**config.mk**
```make
export PLATFORM = sky130hd
export DESIGN_NAME = max_pool_stream
export DESIGN_NICKNAME = d
export VERILOG_FILES = /design/src/rtl/max_pool_stream.sv
export SDC_FILE = /design/constraint.sdc
export NUM_CORES = 1
export LEC_CHECK = 0
export ABC_CLOCK_PERIOD_IN_PS = 6000
export CORE_MARGIN = 2
export CORE_UTILIZATION = 41
export DETAILED_ROUTE_END_ITERATION = 12
export SLEW_MARGIN = 0
export SYNTH_ARGS = -nofsm -noshare
export SYNTH_HDL_FRONTEND = slang
export SYNTH_SLANG_ARGS = --single-unit
```
**constraint.sdc**
```tcl
create_clock -name clk -period 6 [get_ports clk]
set_input_delay 1.2 -clock clk [delete_from_list [all_inputs] [get_ports clk]]
set_output_delay 1.2 -clock clk [all_outputs]
set_load 0.01 [all_outputs]
```
**src/rtl/max_pool_stream.sv**
```systemverilog
// Streaming PoolN x PoolN max-pool (stride PoolN) over a raster pixel stream, all channels in parallel.
// Per-channel partial maxima of the current window row are kept in a line buffer of ImageWidth/PoolN entries.
module max_pool_stream #(
  parameter int BitSize     = 8,
  parameter int Channels    = 4,
  parameter int ImageWidth  = 28,
  parameter int ImageHeight = 28,
  parameter int PoolN       = 2,
  parameter int ZeroFloor   = 1
) (
  input  logic                        clk,
  input  logic                        res_n,
  input  logic                        clear,
  input  logic                        in_valid,
  input  logic [Channels*BitSize-1:0] in_data,
  output logic                        out_valid,
  output logic [Channels*BitSize-1:0] out_data,
  output logic                        frame_done
);

  localparam int BlkW    = ImageWidth / PoolN;
  localparam int BlkH    = ImageHeight / PoolN;
  localparam int ColW    = $clog2(ImageWidth + 1);
  localparam int RowW    = $clog2(ImageHeight + 1);
  localparam int WinW    = $clog2(PoolN + 1);
  localparam int LbW     = $clog2(BlkW + 1);
  localparam int LbDepth = 1 << LbW;

  function automatic logic signed [BitSize-1:0] max_s(input logic signed [BitSize-1:0] a,
                                                      input logic signed [BitSize-1:0] b);
    return (a > b) ? a : b;
  endfunction

  // A zero seed folds a ReLU into the pooling.
  function automatic logic signed [BitSize-1:0] seed_val();
    if (ZeroFloor != 0) return '0;
    return {1'b1, {(BitSize-1){1'b0}}};
  endfunction

  logic [ColW-1:0] col;
  logic [RowW-1:0] row;
  logic [WinW-1:0] wc;
  logic [WinW-1:0] wr;
  logic [LbW-1:0]  blk;

  logic signed [BitSize-1:0] acc [Channels];
  logic signed [BitSize-1:0] lb  [LbDepth][Channels];

  logic                      accept_p0;
  logic                      col_last_p0;
  logic                      row_last_p0;
  logic                      wc_last_p0;
  logic                      wr_last_p0;
  logic                      wr_first_p0;
  logic                      live_p0;
  logic                      emit_p0;
  logic                      lb_wr_p0;
  logic signed [BitSize-1:0] px_p0       [Channels];
  logic signed [BitSize-1:0] acc_next_p0 [Channels];
  logic signed [BitSize-1:0] lb_merge_p0 [Channels];

  logic                        vld_p1;
  logic                        done_p1;
  logic [Channels*BitSize-1:0] data_p1;

  // ---- stage p0: incoming beat, window position and per-channel maxima
  always_comb begin
    accept_p0   = in_valid && !clear;
    col_last_p0 = (col == ColW'(ImageWidth - 1));
    row_last_p0 = (row == RowW'(ImageHeight - 1));
    wc_last_p0  = (wc == WinW'(PoolN - 1));
    wr_last_p0  = (wr == WinW'(PoolN - 1));
    wr_first_p0 = (wr == '0);
    // Trailing columns/rows that do not fill a whole window are counted but ignored.
    live_p0     = (col < ColW'(BlkW * PoolN)) && (row < RowW'(BlkH * PoolN));
    emit_p0     = accept_p0 && live_p0 && wc_last_p0 && wr_last_p0;
    lb_wr_p0    = accept_p0 && live_p0 && wc_last_p0 && !wr_last_p0;
    for (int c = 0; c < Channels; c++) begin
      px_p0[c]       = in_data[c*BitSize +: BitSize];
      acc_next_p0[c] = max_s((wc == '0) ? seed_val() : acc[c], px_p0[c]);
      lb_merge_p0[c] = max_s(lb[blk][c], acc_next_p0[c]);
    end
  end

  always_ff @(posedge clk or negedge res_n) begin
    if (!res_n) begin
      col     <= '0;
      row     <= '0;
      wc      <= '0;
      wr      <= '0;
      blk     <= '0;
      vld_p1  <= 1'b0;
      done_p1 <= 1'b0;
    end else begin
      vld_p1  <= emit_p0;
      done_p1 <= accept_p0 && col_last_p0 && row_last_p0;
      if (clear) begin
        col <= '0;
        row <= '0;
        wc  <= '0;
        wr  <= '0;
        blk <= '0;
      end else if (in_valid) begin
        if (col_last_p0) begin
          col <= '0;
          wc  <= '0;
          blk <= '0;
          if (row_last_p0) begin
            row <= '0;
            wr  <= '0;
          end else begin
            row <= row + 1'b1;
            wr  <= wr_last_p0 ? '0 : wr + 1'b1;
          end
        end else begin
          col <= col + 1'b1;
          if (wc_last_p0) begin
            wc  <= '0;
            blk <= blk + 1'b1;
          end else begin
            wc <= wc + 1'b1;
          end
        end
      end
    end
  end

  // ---- stage p1: registered pooled pixel; line buffer and accumulators update alongside
  always_ff @(posedge clk or negedge res_n) begin
    if (!res_n) begin
      data_p1 <= '0;
      for (int c = 0; c < Channels; c++) acc[c] <= '0;
      for (int e = 0; e < LbDepth; e++) begin
        for (int c = 0; c < Channels; c++) lb[e][c] <= '0;
      end
    end else begin
      if (emit_p0) begin
        for (int c = 0; c < Channels; c++) data_p1[c*BitSize +: BitSize] <= lb_merge_p0[c];
      end
      if (clear) begin
        for (int c = 0; c < Channels; c++) acc[c] <= '0;
      end else if (in_valid) begin
        for (int c = 0; c < Channels; c++) acc[c] <= acc_next_p0[c];
      end
      // The first window row overwrites stale entries, so lb never needs an explicit clear.
      if (lb_wr_p0) begin
        for (int c = 0; c < Channels; c++) lb[blk][c] <= wr_first_p0 ? acc_next_p0[c] : lb_merge_p0[c];
      end
    end
  end

  assign out_valid  = vld_p1;
  assign out_data   = data_p1;
  assign frame_done = done_p1;

endmodule
```
### Word level (Yosys, flattened, before mapping)

Cells that the tools add are included.

| word-level totals | value |
|---|---|
| register bits | 596 |
| logic and storage cells | 169 |

| operators by class | value |
|---|---|
| order comparisons | 12 |
| reductions and logical operators | 18 |
| equality and inequality tests | 4 |
| bitwise operators | 1 |
| mux-type cells | 53 |
| add/subtract/negate cells | 5 |

Operators with widths:

| kind | number |
|---|---|
| 512-bit bitwise mux | 4 |
| 32-bit demux with 4-bit select | 4 |
| 32-bit two-way mux | 5 |
| 8-bit two-way mux | 17 |
| 32-bit binary-select mux with 4-bit select | 1 |
| 8-bit greater-than comparator | 8 |
| 5-bit two-way mux | 7 |
| 24-bit two-way mux | 1 |
| 2-bit two-way mux | 9 |
| 16-bit two-way mux | 1 |
| 4-bit two-way mux | 4 |
| 5-bit by 1-bit adder with 5-bit output, second input constant | 2 |
| 5-bit == test, second input constant | 2 |
| 5-bit < comparator, second input constant | 2 |
| 1-bit logical AND | 9 |
| 5-bit >= comparator, second input constant | 1 |
| 5-bit by 1-bit < comparator with 1-bit output, second input constant | 1 |
| 4-bit inverter with 5-bit output | 1 |
| 2-bit by 1-bit adder with 2-bit output, second input constant | 2 |
| 4-bit by 1-bit adder with 4-bit output, second input constant | 1 |
| 2-bit by 1-bit == test with 1-bit output, second input constant | 2 |
| 2-bit logical NOT | 2 |
| 2-bit AND reduction | 2 |
| 2-bit nonzero test | 2 |
| other kinds (2) | 3 |

### Longest topological paths before layout

Gate-level depths: netlist of the first run.

| depth | value |
|---|---|
| depth in word-level cells | 11 |
| depth in mapped cells | 29 |

### Least setup slack after synthesis of the first run

OpenSTA, ideal clock, no wires.

| path | value |
|---|---|
| path kind | input-to-reg |
| start point | in in_data[17] |
| end point | reg lb[142] (netlist name) |
| required time | 5.851 ns |
| data arrival time | 6.444 ns |
| library setup time | 0.149 ns |
| path buffers | 4 |
| stages on the path | 26 |
| path slack | -0.593 ns |
| cell sequence | inv_1 -> ha_1 -> nor2b_1 -> o21a_1 -> o21a_1 -> o21a_1 -> o21a_1 -> o21a_1 -> o311ai_1 -> buf_2 -> a21boi_1 -> a31oi_1 -> buf_2 -> ha_1 -> nor2b_1 -> o21a_1 -> o21a_1 -> o21a_1 -> o21a_1 -> o21ai_0 -> a21o_1 -> clkbuf_1 -> o211ai_1 -> clkbuf_1 -> o211ai_1 -> o211ai_1 |

| on the way | value |
|---|---|
| word-level cells in the longest chain between the ends | 7 |

Ends and longest elaborated chain:

| element | line | RTL |
|---|---|---|
| start: declaration | 15 | `input logic [Channels*BitSize-1:0] in_data,` |
| 8-bit greater-than comparator | 31 | `return (a > b) ? a : b;` |
| 8-bit two-way mux (*) | 31 |  |
| 8-bit greater-than comparator | 31 |  |
| 8-bit two-way mux | 31 |  |
| 8-bit two-way mux (*) | 147 | `for (int c = 0; c < Channels; c++) lb[blk][c] <= wr_first_p0 ? acc_next_p0[c] : lb_merge_p0[c];` |
| 512-bit bitwise mux (*) (2 in series) | 147 |  |

Every way passes the cells marked *; elsewhere a longest branch is shown, timed or not.
A chain may end at the register's enable or synchronous reset.

### Final worst setup path of the first run

| path | value |
|---|---|
| start point | in in_data[9] |
| end point | reg lb[182] (netlist name) |

| on the way | value |
|---|---|
| word-level cells in the longest chain between the ends | 8 |

Ends and longest elaborated chain:

| element | line |
|---|---|
| 8-bit greater-than comparator | 31 |
| 8-bit two-way mux (*) | 31 |
| 8-bit greater-than comparator | 31 |
| 8-bit two-way mux | 31 |
| 8-bit two-way mux (*) | 147 |
| 512-bit bitwise mux (*) (3 in series) | 147 |

Marked as above.

==> results of run 1 <==
==> state kept, by name (all words and copies together) (netlist names) <==
name and flops:
wr 2, wc 2, blk 4, out_valid 1
acc 32, out_data 32, frame_done 1, row 5
lb 512, col 5
==> per-stage QoR <==
| stage | std cells | setup TNS (ns) |
|---|---|---|
| floorplan | 2921 | 0 |
| global placement | 3938 | -1.07 |
| detailed placement | 3938 | -32.52 |
| CTS | 4051 | 0 |
| global route | 4052 | 0 |
| finish | 4052 | 0 |
==> cells by family after synthesis <==
| group | share of synthesized area |
|---|---|
| compound gates | 0.198 |
| xor+xnor | 0.00138 |
| simple gates | 0.102 |
| flops | 0.472 |
| fa+ha+maj | 0.0265 |
| mux | 0.162 |
| buf+inv | 0.0376 |
==> layer usage <==
metal / track usage / up-vias
li1: - / 11122
met1: 0.385 / 13396
met2: 0.416 / 1683
met3: 0.0699 / 340
met4: 0.104 / 10
met5: 0.00488 / -
==> layout make-up <==
class                      count  area (sq um)  area share
clock inverter                16           264     0.00718
sequential                   596         14900       0.406
inverter                      48           180     0.00490
timing repair buffer         240          2450      0.0668
multi-input combinational   2024         15700       0.426
clock buffer                  97          1970      0.0537
antenna                        1          2.50   0.0000681
tap                         1030          1290      0.0351
==> tightest hold or removal path, cell delays in order (launching register included) <==
cell,delay (ns)
dfrtp_1,0.33
nand2_1,0.04
o21ai_0,0.06
==> worst min-delay path by stage <==
stage            startpoint           end  slack, ns  depth (start not counted)
2_1_floorplan       acc[10]       acc[10]       0.44                          2
3_3_place_gp        acc[27]       acc[27]       0.46                          2
3_5_place_dp        acc[29]       acc[29]       0.46                          2
4_1_cts             acc[29]       acc[29]       0.47                          2
5_1_grt        out_data[21]  out_data[21]       0.50                          2
6_report             acc[3]        acc[3]       0.47                          2
==> cells in the final DEF (no fill, tap or decap), types with 5 or more instances in the layout <==
master             n
inv_1             46
buf_12            38
a22o_1             5
o21a_1            30
o211ai_1         257
bufinv_16          7
a21o_1            22
mux4_2           157
o21ai_1           10
ha_1              66
clkinv_2           6
nand2_1          267
nor2b_1           13
or2_2             12
buf_4            133
and2_1            40
a21oi_2           21
o311ai_0          15
mux2_2           133
nand4_1           10
clkbuf_1          16
nor2_4            13
clkbuf_8          10
a31oi_1          108
mux2i_1            5
o21ai_0           66
dfrtp_1          592
clkdlybuf4s50_1   68
clkbuf_16         71
and3_1            12
nand2b_1           5
nand3_1           35
a21oi_1          175
a21boi_1          20
nor2_1           327
o32ai_1          128
==> report_power, final <==
group | leakage (nW) | internal [W] | switching [W]
Clock | 1.09 | 0.00258 | 0.00168
Sequential | 8.22 | 0.00417 | 0.000104
Combinational | 6.38 | 0.000975 | 0.00161
==> impl_metrics.yaml, run 1 <==
routing:
  routed.top_layer: "met5"
  drtIter0Drc: 3405
  drc_errors: 0
  wire_per_inst_um: 26.9
  met2WireLength_mm: 48.2
  drt_wl_total_mm: 109
  dr.pass1.iters: 6
  via_per_inst: 6.55
  antenna_left: 0
  vias: 26551
  met3_length_mm: 12.0
  met1_length_mm: 45.0
yosys:
  syn_inst: 2921
  synth_nets: 3023
  yosys_warnings: 0
  ys_seq_elements: 596
  yosysMostFrequentCell: "dfrtp_1"
  synth_cell_types: 68
  synthTopCellsByArea: "dfrtp_1 47%, mux4_2 11%, o211ai_1 6.1%"
  synth_area_per_cell_sq_um: 10.8
  synthFlopType: "dfrtp_1"
  netlist_area_sq_mm: 0.0316
  synthTopCellsByCount: "596 x dfrtp_1, 342 x nor2_1, 267 x nand2_1"
  ys_seq_area_frac: 0.472
  synth_area_leader_cell: "dfrtp_1"
  synth_top_area_share: 0.472
  synth_edf_count: 0
  synth-async-reset-ratio: 1.00
placement:
  hpwl_mm: 69.4
  place_ws_ns: -0.330
  numPortBuffers: 69
  post_dp_cell_area_sq_mm: 0.0345
  finalWeightedCongestion: 0.889
timing:
  fmax_mhz: 176
  period_needed_ns: 5.68
  rsz0062_at_grt: "no"
  whs_ns: 0.468
  setup_viol: 0
  fin_crit_sh: 0.946
  final_max_slew_viol_count: 0
  hold_viol_final: 0
  timing.final.ws_setup_ns: 0.321
  relSlewSlack: 0.212
  tightest_slew_ns: 1.18
  skew_ns: 0.0204
clock_tree:
  cts.path.max_buffers: 3
  ctsResizeCount: 0
  ctsHoldBuffers: 0
  clkTransAtPathRegs_ns: 0.06
  root_buffer: "clkbuf_16"
  numClockSinks: 596
  cts_tree: "yes"
  cts_htree_levels: 3
  insertion_delay_ns: 0.61
  numCtsBuffers: 67
  post_cts_buffers: 0
floorplanning:
  io_pins: 70
  num_rows: 101
  fp.coreArea_sq_mm: 0.0762
  start_util: 0.415
  dieWidth_um: 282
  dieArea_sq_mm: 0.0794
  die_h_um: 282
worst_setup_path:
  r2r_cells: 25
  max_stage_delay_ns: 0.48
  setup.worst_path.end: "lb[182]"
  critPathBufInv: 4
  path_common_cell: "o21a_1"
  worstReg2RegEnd: "lb[182]"
  path_class: "primary input to register"
  crit_path_top_delay_cell: "clkdlybuf4s50_1"
  cp_max_fo: 16
  cp.depth: 25
  crit_arrival_ns: 6.21
  startpoint: "in_data[9]"
  cp_top_family: "compound AO/OA/AOI/OAI gates"
  r2r-start: "wc[1]"
  r2r_slack_ns: 0.43
  crit_path_start_kind: "primary input"
  end_kind: "register"
  worstPathRequired_ns: 6.53
grt:
  grt_pass1_wl_mm: 166
  grt_max_degree: 134
  antenna_found_initial: 6
  grt_pass1_vias: 26316
  grt-ovfl-total: 0
  grt_util_all_layers: 0.277
power:
  total_power_w: 0.0111
  cellLeakagePower_nw: 15.7
  irDropWorstVdd_mv: 0.195
  power_density_mw_per_mm2: 303
final_layout:
  fillers: 6809
  fin_util: 0.482
  drive_gt1_frac: 0.213
  fin_area_sq_mm: 0.0368
  fin_nets: 3079
  area_growth_pct: 16.3
run:
  maxCapViolations: 0
worst_hold_path:
  hp-class: "register to register"
run_status:
  status: "completed"
Power figures use the tool's default switching activity.
==> inputs of run 2 (changes only) <==
--- a/config.mk
+++ b/config.mk
@@ -6,7 +6,7 @@
 export NUM_CORES = 1
 export LEC_CHECK = 0
 export ABC_CLOCK_PERIOD_IN_PS = 6000
-export CORE_MARGIN = 2
+export CORE_MARGIN = 4
 export CORE_UTILIZATION = 41
 export DETAILED_ROUTE_END_ITERATION = 12
 export SLEW_MARGIN = 0
==> run 2 against run 1 <==
  * Flip-flop and latch count unchanged
  * Register-to-register slack worse by 0.14 ns
  * Via count down 2.0%
  * Highest routed layer unchanged
==> impl_metrics.yaml, run 2 (synthesis results as in run 1) <==
run_status:
  status: "completed"
worst_setup_path:
  r2r_slack_ns: 0.29
  cp_top_family: "compound AO/OA/AOI/OAI gates"
  path_class: "register to register"
  critPathBufInv: 2
  crit_arrival_ns: 6.19
  path_common_cell: "o21a_1"
  max_stage_delay_ns: 0.45
  crit_path_start_kind: "register"
  worstPathRequired_ns: 6.48
  crit_path_top_delay_cell: "dfrtp_1"
  end_kind: "register"
  worstReg2RegEnd: "lb[137]"
  r2r-start: "wc[1]"
  cp_max_fo: 32
  r2r_cells: 25
final_layout:
  most-common-layout-cells: "592 x dfrtp_1, 327 x nor2_1, 267 x nand2_1"
  final_common_cell: "dfrtp_1"
  top_register: "lb"
  fin_area_sq_mm: 0.0368
  largest_register_ffs: 512
  area_growth_pct: 16.5
  instances_no_fill: 4065
  fin_nets: 3088
  drive_gt1_frac: 0.218
  diodes: 0
  fin_util: 0.483
floorplanning:
  start_util: 0.415
  num_rows: 101
  die_h_um: 286
  fp.coreArea_sq_mm: 0.0762
  dieArea_sq_mm: 0.0816
  dieWidth_um: 286
  io_pins: 70
routing:
  drt_wl_total_mm: 106
  via_per_inst: 6.40
  drtIter0Drc: 2890
  drc_errors: 0
  vias: 26018
  wire_per_inst_um: 26.2
  dr.pass1.iters: 6
  antenna_left: 0
placement:
  numPlacedInstances: 3946
  finalWeightedCongestion: 0.883
  hpwl_mm: 68.7
  post_dp_cell_area_sq_mm: 0.0345
  numPortBuffers: 69
power:
  power_density_mw_per_mm2: 302
  total_power_w: 0.0111
  cellLeakagePower_nw: 15.7
  irDropWorstVdd_mv: 0.182
timing:
  setup_viol: 0
  tightest_slew_ns: 1.19
  final_max_slew_viol_count: 0
  period_needed_ns: 5.71
  relSlewSlack: 0.205
  skew_ns: 0.0143
  fmax_mhz: 175
  hold_viol_final: 0
  rsz0062_at_grt: "no"
  fin_crit_sh: 0.952
grt:
  grt-ovfl-total: 0
  grt_util_all_layers: 0.258
  antenna_found_initial: 3
  grt_max_degree: 135
  grt_pass1_wl_mm: 164
  grt_pass1_vias: 26643
clock_tree:
  cts.path.max_buffers: 3
  post_cts_buffers: 0
  clkTransAtPathRegs_ns: 0.06
  cts_tree: "yes"
  cts_htree_levels: 3
  numClockSinks: 596
  root_buffer: "clkbuf_16"
  insertion_delay_ns: 0.61
  numCtsBuffers: 68
run:
  maxCapViolations: 0
worst_hold_path:
  whs_path_depth: 2
  hp-class: "register to register"
  min_from: "acc[18]"
  holdPathEnd: "acc[18]"
[run 2: tightest hold or removal path, stage by stage, from the launching register on]
cell and delay (ns):
dfrtp_1 0.33, nand2_1 0.04, o21ai_0 0.06
[run 2: through the flow]
| step | setup slack [ns] | hold slack [ns] | TNS (ns) |
|---|---|---|---|
| after global placement | -0.346 | 0.457 | -1.93 |
| final | 0.289 | 0.469 | 0 |
| after CTS | 0.112 | 0.475 | 0 |
| after global routing | 0.0337 | 0.492 | 0 |
| after floorplan | 0.0174 | 0.442 | 0 |
| after detailed placement | -0.380 | 0.462 | -26.50 |
[run 2: final cells by class]
cell class / instances / area, sq um
fill: 6815 / 39400
sequential: 596 / 14900
tap: 1030 / 1290
clock inverter: 17 / 277
multi-input combinational: 2024 / 15700
timing repair buffer: 248 / 2390
inverter: 48 / 180
clock buffer: 102 / 2070
[run 2: what timing repair did]
| action | 4_1_cts | 5_1_grt |
|---|---|---|
| resized for setup | 0 | 4 |
| hold buffers | 0 | 0 |
| setup endpoints to repair | 0 | 248 |
[run 2: routing by layer]
layer  vias up  wire [um]  global-route usage
met5         -         21             0.00119
li1      11130          -                   -
met1     13274      44600               0.360
met4         4       3880              0.0988
met3       273      10200              0.0601
met2      1337      47500               0.394
[run 2: worst max path at each step]
stage | start | endpoint | slack (ns) | cells after the start
3_5_place_dp | in_data[1] | out_data[1] | -0.38 | 25
5_1_grt | wc[1] | lb[404] | 0.03 | 26
6_report | wc[1] | lb[137] | 0.29 | 25
4_1_cts | wc[1] | lb[137] | 0.11 | 25
3_3_place_gp | in_data[1] | out_data[1] | -0.35 | 24
2_1_floorplan | in_data[17] | lb[142] | 0.02 | 26
[run 2: power breakdown]
group | internal [W] | total (W) | switching, W
sequential | 0.00417 | 0.00427 | 0.0000994
clock | 0.00268 | 0.00438 | 0.00170
combinational | 0.000949 | 0.00247 | 0.00152
total | 0.00781 | 0.0111 | 0.00332
